`src/rtl/decode_stage_pkg.sv`:
```
// Shared RV64I decode definitions: opcodes, jump encoding,
// immediate formats and the ID/EX control bundle.
package decode_stage_pkg;

  localparam logic [6:0] OP_LOAD   = 7'b0000011;
  localparam logic [6:0] OP_STORE  = 7'b0100011;
  localparam logic [6:0] OP_IMM    = 7'b0010011;
  localparam logic [6:0] OP_OP     = 7'b0110011;
  localparam logic [6:0] OP_IMM32  = 7'b0011011;
  localparam logic [6:0] OP_OP32   = 7'b0111011;
  localparam logic [6:0] OP_BRANCH = 7'b1100011;
  localparam logic [6:0] OP_LUI    = 7'b0110111;
  localparam logic [6:0] OP_AUIPC  = 7'b0010111;
  localparam logic [6:0] OP_JAL    = 7'b1101111;
  localparam logic [6:0] OP_JALR   = 7'b1100111;

  typedef enum logic [1:0] {
    JMP_NONE = 2'b00,
    JMP_JAL  = 2'b01,
    JMP_JALR = 2'b10
  } jump_e;

  typedef enum logic [2:0] {
    IMM_NONE = 3'd0,
    IMM_I    = 3'd1,
    IMM_S    = 3'd2,
    IMM_B    = 3'd3,
    IMM_U    = 3'd4,
    IMM_J    = 3'd5
  } imm_e;

  typedef struct packed {
    logic [2:0] funct3;
    logic       funct7b5;
    logic       alusrc;
    logic       memrd;
    logic       memwr;
    logic       branch;
    jump_e      jump;
    logic       word;
    logic       illegal;
    logic       regwr;
  } ctrl_t;

endpackage

```
`src/rtl/decode_stage_imm_gen.sv`:
```
// Combinational immediate generator: selects the I/S/B/U/J
// field layout and sign-extends bit 31 to WORDSIZE.
module decode_stage_imm_gen
  import decode_stage_pkg::*;
#(
  parameter int WORDSIZE = 64
) (
  input  logic [31:7]         i_instr,
  input  logic [2:0]          i_sel,
  output logic [WORDSIZE-1:0] o_imm
);

  logic [31:0] w_imm32;

  always_comb begin
    w_imm32 = '0;
    unique case (imm_e'(i_sel))
      IMM_I: w_imm32 = {{20{i_instr[31]}}, i_instr[31:20]};
      IMM_S: w_imm32 = {{20{i_instr[31]}}, i_instr[31:25],
                        i_instr[11:7]};
      IMM_B: w_imm32 = {{19{i_instr[31]}}, i_instr[31], i_instr[7],
                        i_instr[30:25], i_instr[11:8], 1'b0};
      IMM_U: w_imm32 = {i_instr[31:12], 12'b0};
      IMM_J: w_imm32 = {{11{i_instr[31]}}, i_instr[31],
                        i_instr[19:12], i_instr[20],
                        i_instr[30:21], 1'b0};
      default: w_imm32 = '0;
    endcase
  end

  assign o_imm = {{(WORDSIZE-32){w_imm32[31]}}, w_imm32};

endmodule

```
`src/rtl/decode_stage.sv`:
```
// RV64I decode stage: control decode, operand capture, load-use
// stall and the ID/EX pipeline register with valid/ready.
module decode_stage
  import decode_stage_pkg::*;
#(
  parameter int ADDRSIZE = 5,
  parameter int WORDSIZE = 64
) (
  input  logic                clk,
  input  logic                rst,
  input  logic                flush,
  input  logic                if_valid,
  output logic                if_ready,
  input  logic [31:0]         if_instr,
  input  logic [WORDSIZE-1:0] if_pc,
  output logic [ADDRSIZE-1:0] rs1,
  output logic [ADDRSIZE-1:0] rs2,
  input  logic [WORDSIZE-1:0] rs1data,
  input  logic [WORDSIZE-1:0] rs2data,
  output logic                ex_valid,
  input  logic                ex_ready,
  output logic [WORDSIZE-1:0] ex_pc,
  output logic [WORDSIZE-1:0] ex_rs1data,
  output logic [WORDSIZE-1:0] ex_rs2data,
  output logic [WORDSIZE-1:0] ex_imm,
  output logic [ADDRSIZE-1:0] ex_rd,
  output logic                ex_regwr,
  output logic [2:0]          ex_funct3,
  output logic                ex_funct7b5,
  output logic                ex_alusrc,
  output logic                ex_memrd,
  output logic                ex_memwr,
  output logic                ex_branch,
  output logic [1:0]          ex_jump,
  output logic                ex_word,
  output logic                ex_illegal
);

  logic [6:0]          w_opcode;
  logic [ADDRSIZE-1:0] w_rd;
  logic [WORDSIZE-1:0] w_imm;
  logic [WORDSIZE-1:0] w_op1;
  logic [WORDSIZE-1:0] w_op2;
  imm_e                w_sel;
  ctrl_t               w_ctrl;
  logic                w_use1;
  logic                w_use2;
  logic                w_has_rd;
  logic                w_hazard;

  logic                r_valid;
  logic [WORDSIZE-1:0] r_pc;
  logic [WORDSIZE-1:0] r_rs1data;
  logic [WORDSIZE-1:0] r_rs2data;
  logic [WORDSIZE-1:0] r_imm;
  logic [ADDRSIZE-1:0] r_rd;
  ctrl_t               r_ctrl;

  assign w_opcode = if_instr[6:0];
  assign rs1      = if_instr[15 +: ADDRSIZE];
  assign rs2      = if_instr[20 +: ADDRSIZE];

  always_comb begin
    w_ctrl        = '0;
    w_ctrl.funct3 = if_instr[14:12];
    w_ctrl.jump   = JMP_NONE;
    w_sel         = IMM_NONE;
    w_use1        = 1'b0;
    w_use2        = 1'b0;
    w_has_rd      = 1'b0;
    unique case (w_opcode)
      OP_LOAD: begin
        w_sel = IMM_I; w_use1 = 1'b1; w_has_rd = 1'b1;
        w_ctrl.alusrc = 1'b1; w_ctrl.memrd = 1'b1;
      end
      OP_STORE: begin
        w_sel = IMM_S; w_use1 = 1'b1; w_use2 = 1'b1;
        w_ctrl.alusrc = 1'b1; w_ctrl.memwr = 1'b1;
      end
      OP_IMM, OP_IMM32: begin
        w_sel = IMM_I; w_use1 = 1'b1; w_has_rd = 1'b1;
        w_ctrl.alusrc = 1'b1;
        w_ctrl.word   = (w_opcode == OP_IMM32);
        // only SRAI/SRAIW carry a meaningful bit 30
        w_ctrl.funct7b5 = (if_instr[13:12] == 2'b01) & if_instr[30];
      end
      OP_OP, OP_OP32: begin
        w_use1 = 1'b1; w_use2 = 1'b1; w_has_rd = 1'b1;
        w_ctrl.word     = (w_opcode == OP_OP32);
        w_ctrl.funct7b5 = if_instr[30];
      end
      OP_BRANCH: begin
        w_sel = IMM_B; w_use1 = 1'b1; w_use2 = 1'b1;
        w_ctrl.branch = 1'b1;
      end
      OP_LUI, OP_AUIPC: begin
        w_sel = IMM_U; w_has_rd = 1'b1;
        w_ctrl.alusrc = 1'b1;
      end
      OP_JAL: begin
        w_sel = IMM_J; w_has_rd = 1'b1;
        w_ctrl.jump = JMP_JAL;
      end
      OP_JALR: begin
        w_sel = IMM_I; w_use1 = 1'b1; w_has_rd = 1'b1;
        w_ctrl.alusrc = 1'b1; w_ctrl.jump = JMP_JALR;
      end
      default: w_ctrl.illegal = 1'b1;
    endcase
    w_rd         = w_has_rd ? if_instr[7 +: ADDRSIZE] : '0;
    w_ctrl.regwr = (w_rd != '0);
  end

  decode_stage_imm_gen #(
    .WORDSIZE(WORDSIZE)
  ) u_imm_gen (
    .i_instr(if_instr[31:7]),
    .i_sel  (w_sel),
    .o_imm  (w_imm)
  );

  assign w_op1 = (rs1 == '0) ? '0 : rs1data;
  assign w_op2 = (rs2 == '0) ? '0 : rs2data;

  assign w_hazard = r_valid & r_ctrl.memrd & (r_rd != '0) &
                    ((w_use1 & (rs1 == r_rd)) |
                     (w_use2 & (rs2 == r_rd)));

  assign if_ready = flush | ((~r_valid | ex_ready) & ~w_hazard);

  always_ff @(posedge clk or negedge rst) begin
    if (!rst) begin
      r_valid   <= 1'b0;
      r_pc      <= '0;
      r_rs1data <= '0;
      r_rs2data <= '0;
      r_imm     <= '0;
      r_rd      <= '0;
      r_ctrl    <= '0;
    end else if (flush) begin
      r_valid <= 1'b0;
    end else if (if_valid && if_ready) begin
      r_valid   <= 1'b1;
      r_pc      <= if_pc;
      r_rs1data <= w_op1;
      r_rs2data <= w_op2;
      r_imm     <= w_imm;
      r_rd      <= w_rd;
      r_ctrl    <= w_ctrl;
    end else if (ex_ready && (w_hazard || !if_valid)) begin
      r_valid <= 1'b0;
    end
  end

  assign ex_valid    = r_valid;
  assign ex_pc       = r_pc;
  assign ex_rs1data  = r_rs1data;
  assign ex_rs2data  = r_rs2data;
  assign ex_imm      = r_imm;
  assign ex_rd       = r_rd;
  assign ex_regwr    = r_ctrl.regwr;
  assign ex_funct3   = r_ctrl.funct3;
  assign ex_funct7b5 = r_ctrl.funct7b5;
  assign ex_alusrc   = r_ctrl.alusrc;
  assign ex_memrd    = r_ctrl.memrd;
  assign ex_memwr    = r_ctrl.memwr;
  assign ex_branch   = r_ctrl.branch;
  assign ex_jump     = r_ctrl.jump;
  assign ex_word     = r_ctrl.word;
  assign ex_illegal  = r_ctrl.illegal;

endmodule

```
`config.mk`:
```
export PLATFORM = sky130hd
export DESIGN_NAME = decode_stage
export DESIGN_NICKNAME = d
export VERILOG_FILES = /design/src/rtl/decode_stage_pkg.sv /design/src/rtl/decode_stage_imm_gen.sv /design/src/rtl/decode_stage.sv
export SDC_FILE = /design/constraint.sdc
export NUM_CORES = 1
export LEC_CHECK = 0
export ABC_AREA = 1
export CAP_MARGIN = 20
export CORE_AREA = 2 2 199 201
export CTS_BUF_LIST = sky130_fd_sc_hd__clkbuf_16
export DETAILED_ROUTE_END_ITERATION = 7
export DIE_AREA = 0 0 201 203
export PLACE_DENSITY = 0.67
export SYNTH_ARGS = -nofsm -noshare
export SYNTH_HDL_FRONTEND = slang
export SYNTH_SLANG_ARGS = --single-unit
export TNS_END_PERCENT = 1
```
`constraint.sdc`:
```
create_clock -name clk -period 5.21 [get_ports clk]
set_clock_uncertainty 0.2 [all_clocks]
set_input_delay 1.042 -clock clk [delete_from_list [all_inputs] [get_ports clk]]
set_output_delay 1.042 -clock clk [all_outputs]
set_load 0.01 [all_outputs]
```
-- Yosys cells after proc, flatten, opt, wreduce, memory -nomap -nowiden
Cells that the tools add are included.
- bits in registers: 243
- input bits: 229
- output and inout port bits: 286
- equal/unequal tests: 19
- mux-type cells: 19
- bitwise gates (word level): 13
- reductions and logical operators: 19
- operators by type and width (kind ; number):
    case mux 32 bit (5 select lines) ; 1
    2-to-1 mux 64 bit ; 2
    equality test 7 x 6 -> 1 bit (second input constant) ; 4
    equality test 7 x 5 -> 1 bit (second input constant) ; 3
    equality test 7 bit (second input constant) ; 3
    case mux 3 bit (5 select lines) ; 1
    2-to-1 mux 1 bit ; 11
    OR reduction 11 bit ; 1
    equality test 5 bit ; 2
    zero test 5 bit ; 2
    nonzero test 5 bit ; 2
    OR reduction 9 bit ; 1
    OR reduction 4 bit ; 2
    OR reduction 8 bit ; 1
    bitwise AND 1 bit ; 7
    equality test 7 x 2 -> 1 bit (second input constant) ; 1
    OR reduction 7 bit ; 1
    equality test 3 x 2 -> 1 bit (second input constant) ; 2
    equality test 3 bit (second input constant) ; 2
    OR reduction 2 bit ; 3
    2-to-1 mux 5 bit ; 1
    case mux 1 bit (2 select lines) ; 2
    case mux 2 bit (2 select lines) ; 1
    equality test 3 x 1 -> 1 bit (second input constant) ; 1
    other kinds (8) ; 13

-- Longest topological paths before layout
Gate-level depths: netlist of the first run.
- depth in word-level cells: 12
- depth in mapped cells: 13
- mapped depth without buffers: 11

-- Cells and area by module
Synthesis of the first run repeated with hierarchy kept, for this count alone.
- cells, all modules: 1405
- area total of the unflattened synthesis: 12085.3 um^2
- modules (own cells, without submodules) (module ; times used ; cells an instance ; area each (um^2) ; sequential area each (um^2)):
    decode_stage ; 1 ; 1281 ; 11389.7 ; 6881.6
    decode_stage_imm_gen ; 1 ; 124 ; 695.7 ; 0.0

-- Least setup slack after synthesis of the first run
OpenSTA, ideal clock, no wires.
- path type: input to output
- start point: input if_instr[1]
- end point: output if_ready
- arrival time: 1.855 ns
- data required time: 3.968 ns
- slack: 2.113 ns
- cell stages on the path: 9
- cell sequence: nand2_1 nor2_2 nand2_2 nand3_2 nor2_2 nor2_2 nand2_2 nand2_1 nand2_1
- word-level cells in the longest chain between the ends: 9
- RTL lines (what ; RTL line ; text):
    from (decl) ; decode_stage.sv:14 ; input logic [31:0] if_instr,
    equality test 7 x 5 -> 1 bit, or another cell as far along ; decode_stage.sv:71 ; unique case (w_opcode)
    OR reduction 8 bit (no line) / OR reduction 4 bit (equally long branches) ; - ;
    2-to-1 mux 1 bit ; decode_stage.sv:71 ;
    bitwise AND 1 bit, on equally long branches ; decode_stage.sv:126, decode_stage.sv:127 ;
    OR 1 bit * ; decode_stage.sv:126 ; ((w_use1 & (rs1 == r_rd)) |
    bitwise AND 1 bit * ; decode_stage.sv:125 ; assign w_hazard = r_valid & r_ctrl.memrd & (r_rd != '0) &
    NOT 1 bit * ; decode_stage.sv:129 ; assign if_ready = flush | ((~r_valid | ex_ready) & ~w_hazard);
    bitwise AND 1 bit * ; decode_stage.sv:129 ;
    OR 1 bit * ; decode_stage.sv:129 ;
    to (decl) ; decode_stage.sv:13 ; output logic if_ready,
Every way passes the cells marked *; elsewhere a longest branch is shown, timed or not.

-- Final worst setup path of the first run
- start point: input if_instr[6]
- end point: output if_ready
Same word-level chain as after synthesis.

==> metrics.md, run 1 <==
| Metric | Value |
|---|---|
| Status | finished clean |
| Combinational share of power | 24.6% |
| Max incr delay on CP | 540 ps |
| Drt initial violations | 642 |
| Pwr Density | 319 mW/mm^2 |
| Buffers & Inverters on Critical Path | 3 |
| Synth Register Bits | 243 |
| Core Region | 0.0385 sq mm |
| R2R depth | 11 |
| Yosys top cell area share | 56.0% |
| Required @ worst endpoint | 3970 ps |
| Clk pwr share | 32.8% |
| Final Hold Fails | 0 |
| Number of global-route vias before repair | 9480 |
| Hold WC Path Type | input pin to async pin |
| Clock Tree Buf Depth | 3 |
| Worst Setup Start Kind | input pin |
| Cell Chain, Critical Path | clkdlybuf4s50_1, inv_2, nand2_1, nor2_1, nand2_1, nand3_2, nor2_2, nor2_2, nand2_2, nand2_1, nand2_1, clkdlybuf4s50_1 |
| IO buf count | 514 |
| Int Power | 3860 uW |
| Setup Buffers After CTS | 0 |
| Register area | 0.00608 sq mm |
| Commonest non-fill, non-tap cell in the layout | clkdlybuf4s50_1 |
| Most Crowded Layer GR | met2 |
| Synth warn | 0 |
| Setup CP Type | input pin to output pin |
| Setup TNS | 0 ps |
| Final Setup Violations | 0 |
| DRT Pass-1 Iters | 5 |
| RSZ-0062 raised after global routing | false |
| Switching pwr | 1480 uW |
| CTS Hold Bufs | 0 |
| Syn nets | 1416 |
| M1 GR Usage | 21.4% |
| Global route overflow | 0 |
| Top delay family on crit path | buffers and inverters |
| Die Ht | 203 um |
| Worst path depth | 12 |
| Initial antenna violation count | 3 |
| First-pass GRT wire length | 54.4 mm |
| Grt met2 use | 26.6% |
| Seq/Total Area, Yosys | 56.0% |
| GRT Resource Usage Total | 16.6% |
| Crit. End Element | output pin |
| Leading area contributor after synthesis | dfrtp_1 |
| Worst-Skew Late Latency | 540 ps |
| Starting Density | 28.2% |
| Mean Syn Cell Area | 9.14 sq um |
| GPL Wtd Cong | 0.867 |
| Rel. slew slack | 14.7% |
| Slowest CP cell | clkdlybuf4s50_1 |
| Final slew viol count | 0 |
| Most frequent cells in the layout | clkdlybuf4s50_1, nand2_1, dfrtp_1 |
| Syn-to-layout area delta | 54.2% |
| Mapped Area | 0.0109 sq mm |
| Dominant cells by area after synthesis | dfrtp_1, nand2_1, o21ai_2 |
| Leak Pwr | 0.00770 uW |
| Antenna Nets Post-Route | 0 |
| CP max FO | 4 |
| Largest net degree at the start of global routing | 229 |
| DRC Markers | 0 |
| Multi-input logic area | 0.00361 sq mm |
| Worst ir drop on vdd | 245 uV |
| Final net count | 1858 |
| Arr. time, crit path | 3040 ps |
| CTS tree | built |
| Via count | 9487 |
| Sequential group share of total power | 42.6% |
| R2R Path Start | ex_rd[2] |
| I/O pin count | 515 |
| Clk sink count | 243 |
| Die X | 201 um |
| GR Layer Usage met3 | 5.12% |
| Final Util | 43.5% |
| HPWL after detailed placement | 25.1 mm |
| Min Clock Period, post-route | 4280 ps |
| Period utilization | 82.2% |
| Max-cap violations | 0 |
| Worst-Margin Slew | 1280 ps |
| Most used cell, CP | nand2_1 |
| Maximum clock frequency | 233 MHz |
| Site Rows | 72 |
| Synth unique cells | 25 |
| WL final | 34.8 mm |
| Post-CTS Resized | 0 |
| Sw frac | 27.8% |
| H-Tree Depth | 1 |
| WL/cell | 16.1 um |
| Clk pin slew, worst setup/hold paths | 60 ps |
| R2R Path End | ex_rs1data[55] |
| Die ar. | 0.0408 sq mm |
| R2R Setup Slk | 2220 ps |
| Root Driver | clkbuf_16 |
| Synth Instances | 1187 |
| Fill count | 3732 |
| Via/cell ratio | 4.38 |
| Fraction of layout cells with a size suffix above 1 | 8.82% |
| CTS buffer count | 28 |
[power by group through the flow]
stage / sequential (uW) / clock (uW) / combinational, uW
after floorplan: 2410 / 0 / 393
after global placement: 2300 / 0 / 1320
after detailed placement: 2300 / 0 / 1330
after CTS: 2270 / 1820 / 1330
after global routing: 2310 / 1900 / 1430
final: 2270 / 1750 / 1310
[per-layer routing]
| metal | part of all wire [%] | wire length, um |
|---|---|---|
| met5 | 0 | 0 |
| met4 | 2.7 | 950 |
| met3 | 9.2 | 3210 |
| met1 | 42 | 14700 |
| met2 | 46 | 15900 |
[state kept, by name (all words and copies together) (netlist names), 2 cells and up]
name,cells
ex_pc,64
ex_rs1data,64
ex_rs2data,64
ex_imm,32
ex_rd,5
ex_funct3,3
ex_jump,2
[worst max-delay path by stage]
stage | startpoint | to | slack, ps
floorplan | if_instr[1] | if_ready | 2110
global placement | if_instr[2] | if_ready | 930
detailed placement | if_instr[4] | if_ready | 910
CTS | if_instr[4] | if_ready | 890
global route | if_instr[2] | if_ready | 770
finish | if_instr[6] | if_ready | 930
[cell families (layout without fill, tap and decap cells)]
| group | Yosys count | count (layout) | share of synthesized area, % |
|---|---|---|---|
| other | 0 | 2 | 0 |
| flip-flops | 243 | 243 | 56.0 |
| AO/OA/AOI/OAI | 273 | 273 | 16.0 |
| buffers and inverters | 202 | 659 | 10.8 |
| XOR/XNOR | 4 | 4 | 0.323 |
| AND/OR/NAND/NOR | 465 | 465 | 16.8 |
[area by class of cell]
class / count / area share (%)
diodes: 2 / 0.0299
clock buffers: 29 / 4.34
clock inverters: 16 / 0.471
inverters: 92 / 2.06
multi-input cells: 742 / 21.5
flip-flops and latches: 243 / 36.3
well taps: 518 / 3.87
repair buffers: 522 / 31.4
[per-stage QoR]
step	std cells	cell area (sq um)	power (uW)	worst slack [ps]	hold WS [ps]
2_1_floorplan	1187	10900	2800	2110	316
3_5_place_dp	2117	15900	3630	908	268
3_3_place_gp	2117	15900	3610	934	264
4_1_cts	2162	16700	5430	894	281
5_1_grt	2164	16700	5630	771	299
6_report	2164	16700	5340	927	275
[synth_stat cells, drive strengths merged]
master and n:
inv 92, nor2 16, nor3 5, nand3 11, a21oi 10, nand2 429
a22oi 16, dfrtp 243, o2111a 1, clkbuf 17, nand4 4, a211oi 1
buf 93, o21ai 245, xnor2 4
Note: power is estimated with default switching activity, not from simulation.
==> run 2: changes to the inputs <==
Settings changed: CORE_AREA 2 2 199 201 to 2 2 198 200, DIE_AREA 0 0 201 203 to 0 0 200 202.
Clock period 5.21 ns to 4.24 ns, I/O delays scaled along.
==> run 2 against run 1 <==
  * Final cell count grew 0.51%
  * Flip-flop and latch count is the same
  * Die area shrank 0.99%
  * Sequential power grew 23%
  * Wire length shrank 1.3%
  * Worst hold slack lost 200 ps
  * Largest cell class unchanged
  * Largest power group unchanged
==> metrics.md, run 2 (synthesis results as in run 1) <==
| Metric | Value |
|---|---|
| Clock Tree Buf Depth | 3 |
| Final Hold Fails | 0 |
| Syn-to-layout area delta | 55.7% |
| Final Setup Violations | 0 |
| Maximum clock frequency | 259 MHz |
| Die ar. | 0.0404 sq mm |
| GRT Resource Usage Total | 16.3% |
| CTS tree | built |
| Initial antenna violation count | 1 |
| Die Ht | 202 um |
| Antenna Nets Post-Route | 0 |
| Largest net degree at the start of global routing | 76 |
| Max incr delay on CP | 500 ps |
| Worst-Skew Late Latency | 540 ps |
| Die X | 200 um |
| Core Region | 0.0383 sq mm |
| Crit. End Element | output pin |
| Pwr Density | 392 mW/mm^2 |
| Setup Buffers After CTS | 0 |
| HPWL after detailed placement | 25.2 mm |
| First-pass GRT wire length | 52.4 mm |
| H-Tree Depth | 1 |
| Post-CTS Resized | 0 |
| Global route overflow | 0 |
| Setup TNS | 0 ps |
| Rel. slew slack | 38.6% |
| DRT Pass-1 Iters | 5 |
| Via count | 9471 |
| Cell Chain, Critical Path | clkdlybuf4s50_1, nand2_1, nor2_1, nand2_1, nand2_1, nand4_1, nand2_1, nand2_2, nand2_1, nand2_1, clkdlybuf4s50_1 |
| Site Rows | 72 |
| Status | finished clean |
| Required @ worst endpoint | 3190 ps |
| Ant. Diodes | 0 |
| Slowest CP cell | clkdlybuf4s50_1 |
| GPL Wtd Cong | 0.821 |
| Most used cell, CP | nand2_1 |
| Commonest non-fill, non-tap cell in the layout | clkdlybuf4s50_1 |
| Final slew viol count | 0 |
| Number of global-route vias before repair | 9373 |
| Worst ir drop on vdd | 247 uV |
| RSZ-0062 raised after global routing | false |
| CTS buffer count | 27 |
| Leak Pwr | 0.00780 uW |
| Hold WC Path Type | input pin to async pin |
| Worst hold slack | 79.2 ps |
| DRC Markers | 0 |
| I/O pin count | 515 |
| Worst-Margin Slew | 922 ps |
| Fraction of layout cells with a size suffix above 1 | 9.29% |
| Min Clock Period, post-route | 3850 ps |
| R2R Path Start | ex_rd[3] |
| Setup CP Type | input pin to output pin |
| Worst Setup Start Kind | input pin |
| Clk pin slew, worst setup/hold paths | 60 ps |
| Root Driver | clkbuf_16 |
| Final net count | 1868 |
| Clk sink count | 243 |
| Drt initial violations | 416 |
| Max-cap violations | 0 |
| WL final | 34.3 mm |
| IO buf count | 514 |
| Starting Density | 28.3% |
| Period utilization | 90.9% |
| Worst Setup SP | if_instr[1] |
| CTS Hold Bufs | 0 |
| Most frequent cells in the layout | clkdlybuf4s50_1, nand2_1, dfrtp_1 |
| WL/cell | 15.8 um |
| CP max FO | 6 |
| Arr. time, crit path | 2810 ps |
| Via/cell ratio | 4.35 |
run 2: through the flow:
stage / std cells / power (uW) / instance area [sq um] / worst slack (ps) / utilization (%)
6_report: 2175 / 6620 / 16900 / 386 / 44.1
5_1_grt: 2175 / 6970 / 16900 / 192 / 44.1
4_1_cts: 2175 / 6730 / 16900 / 392 / 44.1
3_5_place_dp: 2128 / 4480 / 16100 / 409 / 42.0
3_3_place_gp: 2128 / 4450 / 16100 / 443 / 42.0
2_1_floorplan: 1187 / 3450 / 10900 / 1530 / -
run 2: report_power, final:
| part | internal, uW | switching (uW) | total, uW |
|---|---|---|---|
| combinational | 914 | 713 | 1630 |
| clock | 1260 | 932 | 2200 |
| sequential | 2620 | 176 | 2800 |
| total | 4800 | 1820 | 6620 |
run 2: area by class of cell:
type                            count  area [sq um]
Clock inverter                     20           136
Inverter                           92           345
Tap cell                          518           648
Timing Repair Buffer              533          5410
Clock buffer                       27           676
Multi-Input combinational cell    742          3610
Fill cell                        3699         21400
Sequential cell                   243          6080
run 2: worst max-delay path: cells and delay by family:
kind / cells / cell delay (ps)
AND/OR/NAND/NOR: 9 / 1000
buffers and inverters: 2 / 960
run 2: metal layers:
metal	GRT usage, %	share of wire (%)	vias up
li1	-	-	4640
met1	19.8	40	4391
met2	27.2	46	397
met3	5.86	11	43
met4	4.66	2.3	0
met5	0	0	-
run 2: worst paths after layout:
path | endpoint | slack [ps] | cells after the start
setup / recovery | if_ready | 390 | 11
hold / removal | ex_pc[63] | 80 | 1
setup reg to reg | ex_pc[16] | 1760 | 11
hold reg to reg | ex_pc[31] | 280 | 2
max in group asynchronous | ex_rs2data[58] | 2730 | 2
min in group clk | ex_pc[31] | 280 | 2
==> run 3: changes to the inputs <==
Settings changed: CELL_PAD_IN_SITES_DETAIL_PLACEMENT set to 1, CELL_PAD_IN_SITES_GLOBAL_PLACEMENT set to 1, CORE_AREA 2 2 198 200 to 2 2 199 201, DIE_AREA 0 0 200 202 to 0 0 201 203, PLACE_DENSITY 0.67 to 0.85.
==> run 3 against run 2 <==
  * Flip-flop and latch count did not move
  * Sequential power about the same
  * Core utilization is essentially flat
  * Fmax shrank 1.5%
  * Register-to-register slack got worse by 40 ps
  * Count of clock-buffer cells in the layout up 1
  * Sequential share of layout area decreased by 0.17 points
  * Critical path type unchanged
  * Critical endpoint unchanged
==> metrics.md, run 3 (synthesis results as in run 1) <==
| Metric | Value |
|---|---|
| Max incr delay on CP | 540 ps |
| Setup CP Type | input pin to output pin |
| Final net count | 1869 |
| GRT Resource Usage Total | 19.6% |
| Die X | 201 um |
| Largest net degree at the start of global routing | 109 |
| Crit. End Element | output pin |
| Period utilization | 92.3% |
| Syn-to-layout area delta | 56.4% |
| Switching pwr | 1960 uW |
| Setup Buffers After CTS | 0 |
| Number of global-route vias before repair | 10900 |
| CP max FO | 4 |
| Worst-Skew Late Latency | 550 ps |
| Clk pwr share | 34.6% |
| Worst ir drop on vdd | 301 uV |
| Most frequent cells in the layout | clkdlybuf4s50_1, nand2_1, dfrtp_1 |
| Slowest CP cell | clkdlybuf4s50_1 |
| Status | finished clean |
| IO buf count | 514 |
| Antenna Nets Post-Route | 0 |
| H-Tree Depth | 1 |
| Worst-Margin Slew | 925 ps |
| Max-cap violations | 0 |
| Buffers & Inverters on Critical Path | 2 |
| Setup TNS | 0 ps |
| DRC Markers | 0 |
| WL final | 41.1 mm |
| HPWL after detailed placement | 30.1 mm |
| Maximum clock frequency | 255 MHz |
| Top delay family on crit path | buffers and inverters |
| Combinational share of power | 24.5% |
| WL/cell | 18.9 um |
| Leak Pwr | 0.00785 uW |
| Global route overflow | 0 |
| Core Region | 0.0385 sq mm |
| Die Ht | 203 um |
| Hold WC Path Type | input pin to async pin |
| Worst Setup Start Kind | input pin |
| Drt initial violations | 424 |
| Sw frac | 28.6% |
| Root Driver | clkbuf_16 |
| Starting Density | 28.2% |
| Placed Area | 0.0161 sq mm |
| Die ar. | 0.0408 sq mm |
| Initial antenna violation count | 1 |
| Fraction of layout cells with a size suffix above 1 | 9.45% |
| Final slew viol count | 0 |
| Post-CTS Resized | 0 |
| First-pass GRT wire length | 62.9 mm |
| Required @ worst endpoint | 3190 ps |
| Final Cell Area | 0.0170 sq mm |
| CTS Hold Bufs | 0 |
| CTS buffer count | 28 |
| RSZ-0062 raised after global routing | false |
| Commonest non-fill, non-tap cell in the layout | clkdlybuf4s50_1 |
| Arr. time, crit path | 2870 ps |
| Sequential group share of total power | 40.8% |
| GPL Wtd Cong | 0.884 |
| Site Rows | 72 |
| Most used cell, CP | nand2_1 |
| I/O pin count | 515 |
| Pwr Density | 405 mW/mm^2 |
| Via count | 9987 |
| Rel. slew slack | 38.3% |
| CTS tree | built |
| Register area | 0.00608 sq mm |
| DRT Pass-1 Iters | 4 |
| Via/cell ratio | 4.58 |
| Cell Chain, Critical Path | clkdlybuf4s50_1, nand2_1, nor2_2, nand2_1, nand3_2, nor2_2, nor2_2, nand2_2, nand2_1, nand2_1, clkdlybuf4s50_1 |
| Clk sink count | 243 |
| Clock Tree Buf Depth | 3 |
| Final Hold Fails | 0 |
| Fill count | 4424 |
| Clk pin slew, worst setup/hold paths | 60 ps |
| Min Clock Period, post-route | 3910 ps |
| Final Setup Violations | 0 |
| Multi-input logic area | 0.00361 sq mm |
| Int Power | 4910 uW |
[run 3: cell types whose count changed in the layout (fill, tap and decap cells not counted), sizes merged]
cell | previous run | this run
clkbuf | 27 | 28
clkinv | 12 | 11
bufinv | 2 | 3
diode | 0 | 1
inv | 98 | 102
[run 3: final timing paths]
path	cells past startpoint	slack, ps	endpoint	from
setup / recovery	11	330	if_ready	if_instr[5]
hold / removal	1	60	ex_rs2data[34]	rst
setup reg to reg	12	1720	ex_imm[20]	ex_rd[2]
hold reg to reg	2	280	ex_pc[11]	ex_pc[11]
max in group asynchronous	2	2740	ex_pc[9]	rst
min in group clk	2	280	ex_pc[11]	ex_pc[11]
[run 3: stage by stage]
step	utilization (%)	worst slack, ps	hold WS (ps)	total power, uW	cells
3_5_place_dp	41.8	346	271	4530	2127
6_report	44.1	326	58.7	6870	2181
3_3_place_gp	41.8	448	264	4460	2127
2_1_floorplan	-	1530	316	3450	1187
5_1_grt	44.1	231	117	7190	2181
4_1_cts	44.1	333	111	6950	2179
[run 3: cell type report]
type,count,share of cell area [%]
well taps,518,3.82
flip-flops and latches,243,35.8
diodes,1,0.0147
clock inverters,24,1.10
multi-input cells,742,21.3
repair buffers,533,31.8
clock buffers,28,4.13
inverters,92,2.03
[run 3: layer usage]
metal	global-route usage, %	vias to the layer above	part of all wire, %
met3	6.39	87	8.9
met5	0	-	0
met1	21.4	4824	37
met4	7.30	0	3.6
li1	-	4644	-
met2	35.2	432	50
[run 3: power groups by stage]
stage	combinational, uW	sequential (uW)	clock (uW)
floorplan	483	2960	0
global placement	1640	2820	0
detailed placement	1690	2840	0
CTS	1710	2810	2430
global route	1820	2850	2520
finish	1690	2810	2380
